===== config.mk =====
export PLATFORM = sky130hd
export DESIGN_NAME = grf_writeback_flat
export DESIGN_NICKNAME = d
export VERILOG_FILES = /design/src/rtl/grf_writeback_if.sv /design/src/rtl/grf_writeback.sv /design/src/flat_wrapper.sv
export SDC_FILE = /design/constraint.sdc
export NUM_CORES = 2
export LEC_CHECK = 0
export CORE_ASPECT_RATIO = 0.75
export CORE_MARGIN = 10
export CORE_UTILIZATION = 65
export DETAILED_ROUTE_END_ITERATION = 7
export PLACE_DENSITY = 0.85
export SKIP_CTS_REPAIR_TIMING = 1
export SLEW_MARGIN = 15
export SYNTH_ARGS = -nofsm -noshare
export SYNTH_HDL_FRONTEND = slang
export SYNTH_SLANG_ARGS = --single-unit

===== constraint.sdc =====
create_clock -name clk -period 7.6 [get_ports clk]
set_input_delay 1.14 -clock clk [delete_from_list [all_inputs] [get_ports clk]]
set_output_delay 1.14 -clock clk [all_outputs]
set_load 0.05 [all_outputs]

===== src/rtl/grf_writeback_if.sv =====
// Decoder/datapath-facing bundle of the register file: instruction fields, write-back controls, read ports and trace.
// The master drives the instruction and controls; the slave (register file) drives the reads and the trace.
interface grf_writeback_if;
  logic [31:0] instr;
  logic [31:0] pc;
  logic        RegWrite;
  logic [1:0]  RegDst;
  logic [1:0]  MemtoReg;
  logic [31:0] alu_result;
  logic [31:0] mem_rdata;
  logic [31:0] rd1;
  logic [31:0] rd2;
  logic        wb_valid;
  logic [31:0] wb_pc;
  logic [4:0]  wb_addr;
  logic [31:0] wb_data;

  modport master (
    output instr, pc, RegWrite, RegDst, MemtoReg, alu_result, mem_rdata,
    input  rd1, rd2, wb_valid, wb_pc, wb_addr, wb_data
  );

  modport slave (
    input  instr, pc, RegWrite, RegDst, MemtoReg, alu_result, mem_rdata,
    output rd1, rd2, wb_valid, wb_pc, wb_addr, wb_data
  );
endinterface


===== src/rtl/grf_writeback.sv =====
// 32x32 GPR file with write-back select: writes commit on the rising edge, reads are combinational.
// The trace registers one pulse per attempted write (including dropped $0 writes); no backpressure.
module grf_writeback #(
  parameter logic [31:0] PC_INIT = 32'h0000_3000,
  parameter bit          BYPASS  = 1'b0
) (
  input logic            clk,
  input logic            reset,
  grf_writeback_if.slave bus
);

  if (PC_INIT[1:0] != 2'b00) begin : g_pc_init_check
    $error("PC_INIT must be word aligned");
  end

  logic [4:0]  rs;
  logic [4:0]  rt;
  logic [4:0]  rd;
  logic [4:0]  waddr;
  logic [31:0] wdata;
  logic [31:0] pc_plus4;
  logic        we;
  logic [31:0] rd1_val;
  logic [31:0] rd2_val;

  logic [31:0] gpr_q [32];
  logic [31:0] gpr_d [32];
  logic        wb_valid_q, wb_valid_d;
  logic [31:0] wb_pc_q,    wb_pc_d;
  logic [4:0]  wb_addr_q,  wb_addr_d;
  logic [31:0] wb_data_q,  wb_data_d;

  logic unused_instr_bits;
  assign unused_instr_bits = ^{bus.instr[31:26], bus.instr[10:0]};

  always_comb begin
    rs       = bus.instr[25:21];
    rt       = bus.instr[20:16];
    rd       = bus.instr[15:11];
    pc_plus4 = bus.pc + 32'd4;

    waddr = rt;
    case (bus.RegDst)
      2'b00:   waddr = rt;
      2'b01:   waddr = rd;
      2'b10:   waddr = 5'd31;
      default: waddr = 5'd0;
    endcase

    wdata = bus.alu_result;
    case (bus.MemtoReg)
      2'b00:   wdata = bus.alu_result;
      2'b01:   wdata = bus.mem_rdata;
      2'b10:   wdata = pc_plus4;
      default: wdata = 32'd0;
    endcase

    // Reserved encodings kill the whole write, trace included.
    we = bus.RegWrite & ~reset & (bus.RegDst != 2'b11) & (bus.MemtoReg != 2'b11);
  end

  always_comb begin
    gpr_d = gpr_q;
    if (we && waddr != 5'd0) begin
      gpr_d[waddr] = wdata;
    end

    wb_valid_d = we;
    wb_pc_d    = wb_pc_q;
    wb_addr_d  = wb_addr_q;
    wb_data_d  = wb_data_q;
    if (we) begin
      wb_pc_d   = bus.pc;
      wb_addr_d = waddr;
      wb_data_d = wdata;
    end
  end

  always_comb begin
    rd1_val = gpr_q[rs];
    if (rs == 5'd0) begin
      rd1_val = 32'd0;
    end else if (BYPASS && we && waddr == rs) begin
      rd1_val = wdata;
    end

    rd2_val = gpr_q[rt];
    if (rt == 5'd0) begin
      rd2_val = 32'd0;
    end else if (BYPASS && we && waddr == rt) begin
      rd2_val = wdata;
    end
  end

  always_ff @(posedge clk) begin
    if (reset) begin
      for (int i = 0; i < 32; i++) begin
        gpr_q[i] <= 32'd0;
      end
      wb_valid_q <= 1'b0;
      wb_pc_q    <= 32'd0;
      wb_addr_q  <= 5'd0;
      wb_data_q  <= 32'd0;
    end else begin
      for (int i = 0; i < 32; i++) begin
        gpr_q[i] <= gpr_d[i];
      end
      wb_valid_q <= wb_valid_d;
      wb_pc_q    <= wb_pc_d;
      wb_addr_q  <= wb_addr_d;
      wb_data_q  <= wb_data_d;
    end
  end

  assign bus.rd1      = rd1_val;
  assign bus.rd2      = rd2_val;
  assign bus.wb_valid = wb_valid_q;
  assign bus.wb_pc    = wb_pc_q;
  assign bus.wb_addr  = wb_addr_q;
  assign bus.wb_data  = wb_data_q;

endmodule


===== src/flat_wrapper.sv =====
// flat-port wrapper written by rule: the top's interface ports become plain ports
module grf_writeback_flat 
#(
  parameter logic [31:0] PC_INIT = 32'h0000_3000,
  parameter bit          BYPASS  = 1'b0
)
  (clk, reset, bus_instr, bus_pc, bus_RegWrite, bus_RegDst, bus_MemtoReg, bus_alu_result, bus_mem_rdata, bus_rd1, bus_rd2, bus_wb_valid, bus_wb_pc, bus_wb_addr, bus_wb_data);
  grf_writeback_if bus_i ();
  input logic clk;
  input logic reset;
  input wire logic [$bits(bus_i.instr)-1:0] bus_instr;
  input wire logic [$bits(bus_i.pc)-1:0] bus_pc;
  input wire logic [$bits(bus_i.RegWrite)-1:0] bus_RegWrite;
  input wire logic [$bits(bus_i.RegDst)-1:0] bus_RegDst;
  input wire logic [$bits(bus_i.MemtoReg)-1:0] bus_MemtoReg;
  input wire logic [$bits(bus_i.alu_result)-1:0] bus_alu_result;
  input wire logic [$bits(bus_i.mem_rdata)-1:0] bus_mem_rdata;
  output wire logic [$bits(bus_i.rd1)-1:0] bus_rd1;
  output wire logic [$bits(bus_i.rd2)-1:0] bus_rd2;
  output wire logic [$bits(bus_i.wb_valid)-1:0] bus_wb_valid;
  output wire logic [$bits(bus_i.wb_pc)-1:0] bus_wb_pc;
  output wire logic [$bits(bus_i.wb_addr)-1:0] bus_wb_addr;
  output wire logic [$bits(bus_i.wb_data)-1:0] bus_wb_data;
  assign bus_i.instr = bus_instr;
  assign bus_i.pc = bus_pc;
  assign bus_i.RegWrite = bus_RegWrite;
  assign bus_i.RegDst = bus_RegDst;
  assign bus_i.MemtoReg = bus_MemtoReg;
  assign bus_i.alu_result = bus_alu_result;
  assign bus_i.mem_rdata = bus_mem_rdata;
  assign bus_rd1 = bus_i.rd1;
  assign bus_rd2 = bus_i.rd2;
  assign bus_wb_valid = bus_i.wb_valid;
  assign bus_wb_pc = bus_i.wb_pc;
  assign bus_wb_addr = bus_i.wb_addr;
  assign bus_wb_data = bus_i.wb_data;
  grf_writeback #(.PC_INIT(PC_INIT), .BYPASS(BYPASS)) u_core (.clk(clk), .reset(reset), .bus(bus_i));
endmodule

Word level (Yosys, flattened, before mapping)

Cells that the tools add are included.

Register bits: 1,094
Input bits: 135
Output and inout bits: 134
Logic and storage cells: 74

Add/sub/neg operators: 1
$lt $le $gt $ge: 4
Equality and inequality tests: 6
Multiplexer cells: 13
Bitwise gates (word level): 7
Reduce and logical (&&, ||, !) cells: 7

Operator list:

| operator                                                   | count |
|---|---|
| bitwise mux 1024 bit                                       | 1 |
| binary-select mux 32 bit (select 5 bit)                    | 2 |
| two-way mux 32 bit                                         | 7 |
| demux 32 bit (select 5 bit)                                | 1 |
| one-hot mux 32 bit (3 select lines)                        | 1 |
| adder 32 x 3 -> 32 bit, second input constant              | 1 |
| >= comparator 6 bit, second input constant                 | 3 |
| NOT 5 -> 6 bit                                             | 3 |
| one-hot mux 5 bit (3 select lines)                         | 1 |
| zero test 5 bit                                            | 2 |
| less-than comparator 6 x 1 -> 1 bit, second input constant | 1 |
| nonzero test 5 bit                                         | 1 |
| == test 2 x 1 -> 1 bit, second input constant              | 2 |
| == test 2 bit, second input constant                       | 2 |
| zero test 2 bit                                            | 2 |
| inequality test 2 bit, second input constant               | 2 |
| bitwise AND 1 bit                                          | 3 |
| logical AND 1 bit                                          | 2 |
| NOT 1 bit                                                  | 1 |

Longest topological paths before layout

Depth in word-level cells: 8
Depth in mapped cells: 11
Gate-level depth less buffers: 6

Worst setup path before layout

Ideal clock, no wire load.

Kind: input -> output
Start: input port bus_instr[17]
End: output port bus_rd2[23]
Arrival time: 4.793 ns
Required time: 6.460 ns
Setup slack: 1.667 ns
Cell stages on the path: 7
Path buffers: 4
Path through: buf_2 -> buf_2 -> buf_2 -> clkbuf_1 -> mux4_2 -> o22ai_1 -> a2111oi_0

Word-level cells in the longest chain between the ends: 5
Elaborated cells on any way between the ends: 6
Classes of those cells: mux: 4; bitwise: 1; reduce/logical: 1

Ends and longest elaborated chain:

| item                                                  | RTL line            | source |
|---|---|---|
| start: declaration                                    | flat_wrapper.sv:11  | `input wire logic [$bits(bus_i.instr)-1:0] bus_instr;` |
| NOT 5 -> 6 bit (not written as such)                  | grf_writeback.sv:87 | `rd2_val = gpr_q[rt];` |
| binary-select mux 32 bit (select 5 bit)               | grf_writeback.sv:87 |  |
| two-way mux 32 bit (not written as such) (2 in a row) | grf_writeback.sv:87 |  |
| two-way mux 32 bit (*)                                | grf_writeback.sv:88 | `if (rt == 5'd0) begin` |
| end: declaration                                      | flat_wrapper.sv:19  | `output wire logic [$bits(bus_i.rd2)-1:0] bus_rd2;` |

Every way passes the cells marked *; elsewhere a longest branch is shown, timed or not. The select of a mux whose other input is x is not followed.

Worst setup path after layout

Start: input port bus_instr[25]
End: output port bus_rd1[18]

Word-level cells in the longest chain between the ends: 5
Elaborated cells on any way between the ends: 6
Classes of those cells: mux: 4; bitwise: 1; reduce/logical: 1

Ends and longest elaborated chain:

| item                                                  | RTL line            | source |
|---|---|---|
| NOT 5 -> 6 bit (not written as such)                  | grf_writeback.sv:80 | `rd1_val = gpr_q[rs];` |
| binary-select mux 32 bit (select 5 bit)               | grf_writeback.sv:80 |  |
| two-way mux 32 bit (not written as such) (2 in a row) | grf_writeback.sv:80 |  |
| two-way mux 32 bit (*)                                | grf_writeback.sv:81 | `if (rs == 5'd0) begin` |
| end: declaration                                      | flat_wrapper.sv:18  | `output wire logic [$bits(bus_i.rd1)-1:0] bus_rd1;` |

Marks and branches as above.

==> summary.log <==
[logic_synthesis] leading area contributor after synthesis dfxtp_1
[pwr] internal power 9.58 mW
[floorplan] die footprint 97300 um2
[logic_synthesis] number of standard cells after synthesis 5354
[timing] setup violation total in the final timing report 0
[global_routing] total global-route track usage 0.431
[timing] Slew Limit Fails 0
[logic_synthesis] Distinct cells, synth 60
[finish] commonest cells after routing, fill and taps aside 1094 x dfxtp_1, 1010 x a21oi_1, 951 x a211oi_1
[place] hpwl dp 126 mm
[outcome] violated checks design-rule violations
[logic_synthesis] synthesis warning total 0
[finish] final core utilization 0.740
[logic_synthesis] async set-reset flop share out of synthesis 0
[pwr] sw frac 0.281
[timing] Max Clock Skew 0 ns
[cts] worst-case clock buffer depth 3
[critical_path] worst reg-to-reg setup slack 6.57 ns
[cts] CTS H-tree lvls 3
[global_routing] wire length of the first global-routing pass 322 mm
[critical_path] capturing instance or port of the critical path bus_rd1[18]
[finish] most common library cell in the layout ignoring fill and taps dfxtp_1
[timing] setup repair after global routing missed its margin no
[route] final antenna-violating net count 0
[route] detailed-route via count 53200
[hold_path] Hold Path Cell Cnt 2
[critical_path] Critical Path Sink Type output pin
[logic_synthesis] synthesized cell area 55300 um2
[logic_synthesis] share of the synthesized area in the top cell type 0.396
[cts] CTS tree built
[pwr] clock network power share 0.431
[global_routing] met3 routing resource usage after global routing 0.228
[place] number of port buffers 251
[logic_synthesis] count of flip-flops with a built-in enable after synthesis 0
[global_routing] number of antenna violations at the first check in global routing 11
[outcome] result of the run finished with violations
[global_routing] M2 GR Usage 0.584
[pwr] power density of the placed cells 214 nW/um2
[critical_path] largest stage delay on the critical path 0.98 ns
[place] final weighted congestion of routability-driven global placement 0.947
[logic_synthesis] top post-synthesis cells by area dfxtp_1 40%, mux4_2 20%, a211oi_1 13%
[logic_synthesis] top flip-flop cell by instance count after synthesis dfxtp_1
[critical_path] startpoint types input pin
[logic_synthesis] count of state elements after synthesis 1094
[global_routing] met1 Usage GRT 0.515
[critical_path] CP Data Arrival Time 5.41 ns
[cts] CTS clk-pin slew, worst paths 0.06 ns
[timing] Rel. slew slack 0.0425
[critical_path] cell depth of the worst flop-to-flop path 2
[global_routing] vias in the first global route 51700
[timing] pin slew with the least headroom to its limit 1.43 ns
[hold_path] class of the worst hold path reg -> reg
[cts] later-pin clock latency in the skew report 0.70 ns
[floorplan] Rows 92
[pwr] VDD IR-drop max 0.188 mV
[critical_path] largest fanout on the critical path 24
[finish] fraction of final layout cells with drive strength greater than 1 0.195
[finish] Final nets 5271
[route] wire length reported by the detailed router 221 mm
[floorplan] die width 357 um
[pwr] overall power 13.3 mW
[floorplan] die extent in y 273 um
[critical_path] FF-to-FF Start u_core.gpr_q[951]$_SDFFE_PP0P_
[route] post-DR vias/cell 8.38
[pwr] net switching power 3.75 mW
[critical_path] slowest stage cell on the critical path or3_1
[timing] post-route fraction of the period consumed by the critical path 0.862
[critical_path] list of cells traversed by the critical path buf_2, buf_4, or3_1, o22ai_1, a211o_1, a31oi_1, clkdlybuf4s50_1
[logic_synthesis] per-instance average area after synthesis 10.3 um2
[logic_synthesis] register area share after synthesis 0.396
[global_routing] highest-utilization routing layer at the global route stage met2
[route] residual DRC count 103
[finish] Area growth, synth to finish 12.6%
[timing] final hold violations 0
[critical_path] reg2reg end u_core.gpr_q[951]$_SDFFE_PP0P_
[route] DR pass1 iterations 8
[critical_path] endpoint required time on the critical path 6.46 ns
[critical_path] start-to-end type of the worst setup path in -> out
[pwr] part of the power in combinational logic 0.132
[logic_synthesis] number of nets in the synthesized netlist 5490
[run] Max Cap Viol 0
[global_routing] pin count of the biggest net entering global routing 171
[timing] Sum Neg Setup Slack 0 ns
[route] DRC marker count from the first detailed-route iteration 11800
[critical_path] CP startpoint bus_instr[25]
[pwr] sequential group share of total power 0.437
[finish] Design Area, Final 62300 um2
[floorplan] IO Pins 269
[place] post-detailed-placement cell area 58400 um2
[cts] library cell used as clock root buffer clkbuf_16
[cts] cts bufs inserted 103
[floorplan] starting density of the core 0.657
[global_routing] GRT Residual Overflow 0
[route] DR WL/cell 34.8 um
[timing] worst-case hold slack 0.464 ns
[cts] TritonCTS sink count 1094
[timing] Final min period 6.55 ns
[pwr] leakage power 19.1 nW
[floorplan] core box area 84300 um2
[timing] timing-limited maximum frequency 153 MHz
-- cell type report --
class | count | area [um2]
clock buffer | 134 | 2930
inverter | 16 | 60.1
tap | 1128 | 1410
clock inverter | 57 | 790
timing repair buffer | 453 | 4310
multi-input combinational | 3467 | 30900
fill | 5519 | 21900
sequential | 1094 | 21900
antenna | 3 | 7.51
-- routing by layer --
metal / part of all wire / vias to the layer above
li1: - / 20700
met1: 0.32 / 25100
met2: 0.40 / 5756
met3: 0.19 / 1628
met4: 0.093 / 20
met5: 0.00074 / -
-- cells by family after synthesis --
family                     Yosys count  synth area share
buffers and inverters              793            0.0579
xor gates and xnor gates            13           0.00206
muxes                              609             0.224
AOI/OAI and AO/OA                 2398             0.277
DFF                               1094             0.396
adders and majority gates            1          0.000226
and+or+nand+nor                    446            0.0431
-- per-stage QoR --
step	cells	worst slack, ns
2_1_floorplan	5354	1.67
3_3_place_gp	6151	1.42
3_5_place_dp	6151	1.41
4_1_cts	6342	1.35
5_1_grt	6349	1.19
6_report	6352	1.05
-- cells in the mapped netlist (7+ instances only) --
| cell type | number |
|---|---|
| dfxtp_1 | 1094 |
| a21oi_1 | 1027 |
| a211oi_1 | 951 |
| clkbuf_1 | 586 |
| mux4_2 | 501 |
| buf_2 | 145 |
| nand3_1 | 86 |
| mux2i_1 | 85 |
| nand2_1 | 84 |
| nor2_1 | 80 |
| o21ai_0 | 79 |
| nand3b_1 | 69 |
| a22oi_1 | 65 |
| o22ai_1 | 64 |
| nor2b_1 | 63 |
| a221oi_1 | 43 |
| buf_1 | 35 |
| a211o_1 | 32 |
| a31oi_1 | 32 |
| o21ai_1 | 25 |
| mux2_2 | 23 |
| a22o_1 | 22 |
| a2111oi_0 | 21 |
| inv_1 | 15 |
| a311oi_2 | 11 |
| nor3_1 | 11 |
| buf_4 | 9 |
| xor2_1 | 9 |
| nor4_1 | 8 |
| nand2b_1 | 7 |
-- power groups by stage --
stage | clock network, mW | logic, mW | registers, mW
final | 5.74 | 1.76 | 5.82
after global routing | 5.89 | 1.77 | 5.83
after CTS | 5.67 | 1.65 | 5.82
after detailed placement | 0 | 1.65 | 5.95
after global placement | 0 | 1.63 | 5.95
after floorplan | 0 | 0.935 | 6.02
-- state kept, by name (all words and copies together) (netlist names) --
signal	flops
u_core.bus.wb_addr	5
u_core.bus.wb_data	32
u_core.bus.wb_pc	32
u_core.bus.wb_valid	1
u_core.gpr_q	1024
-- worst min path at each step --
stage | start | end
2_1_floorplan | u_core.gpr_q[1001]$_SDFFE_PP0P_ | u_core.gpr_q[1001]$_SDFFE_PP0P_
4_1_cts | u_core.bus.wb_addr[2]$_SDFFE_PP0P_ | u_core.bus.wb_addr[2]$_SDFFE_PP0P_
6_report | u_core.bus.wb_addr[2]$_SDFFE_PP0P_ | u_core.bus.wb_addr[2]$_SDFFE_PP0P_
3_3_place_gp | u_core.bus.wb_addr[2]$_SDFFE_PP0P_ | u_core.bus.wb_addr[2]$_SDFFE_PP0P_
3_5_place_dp | u_core.gpr_q[1021]$_SDFFE_PP0P_ | u_core.gpr_q[1021]$_SDFFE_PP0P_
5_1_grt | u_core.gpr_q[1020]$_SDFFE_PP0P_ | u_core.gpr_q[1020]$_SDFFE_PP0P_
-- critical path: cells and delay by family --
family,cells,cell delay (ns)
buf+inv,3,1.94
compound gates,3,1.32
simple gates,1,0.98
(Power assumes the default switching activity.)
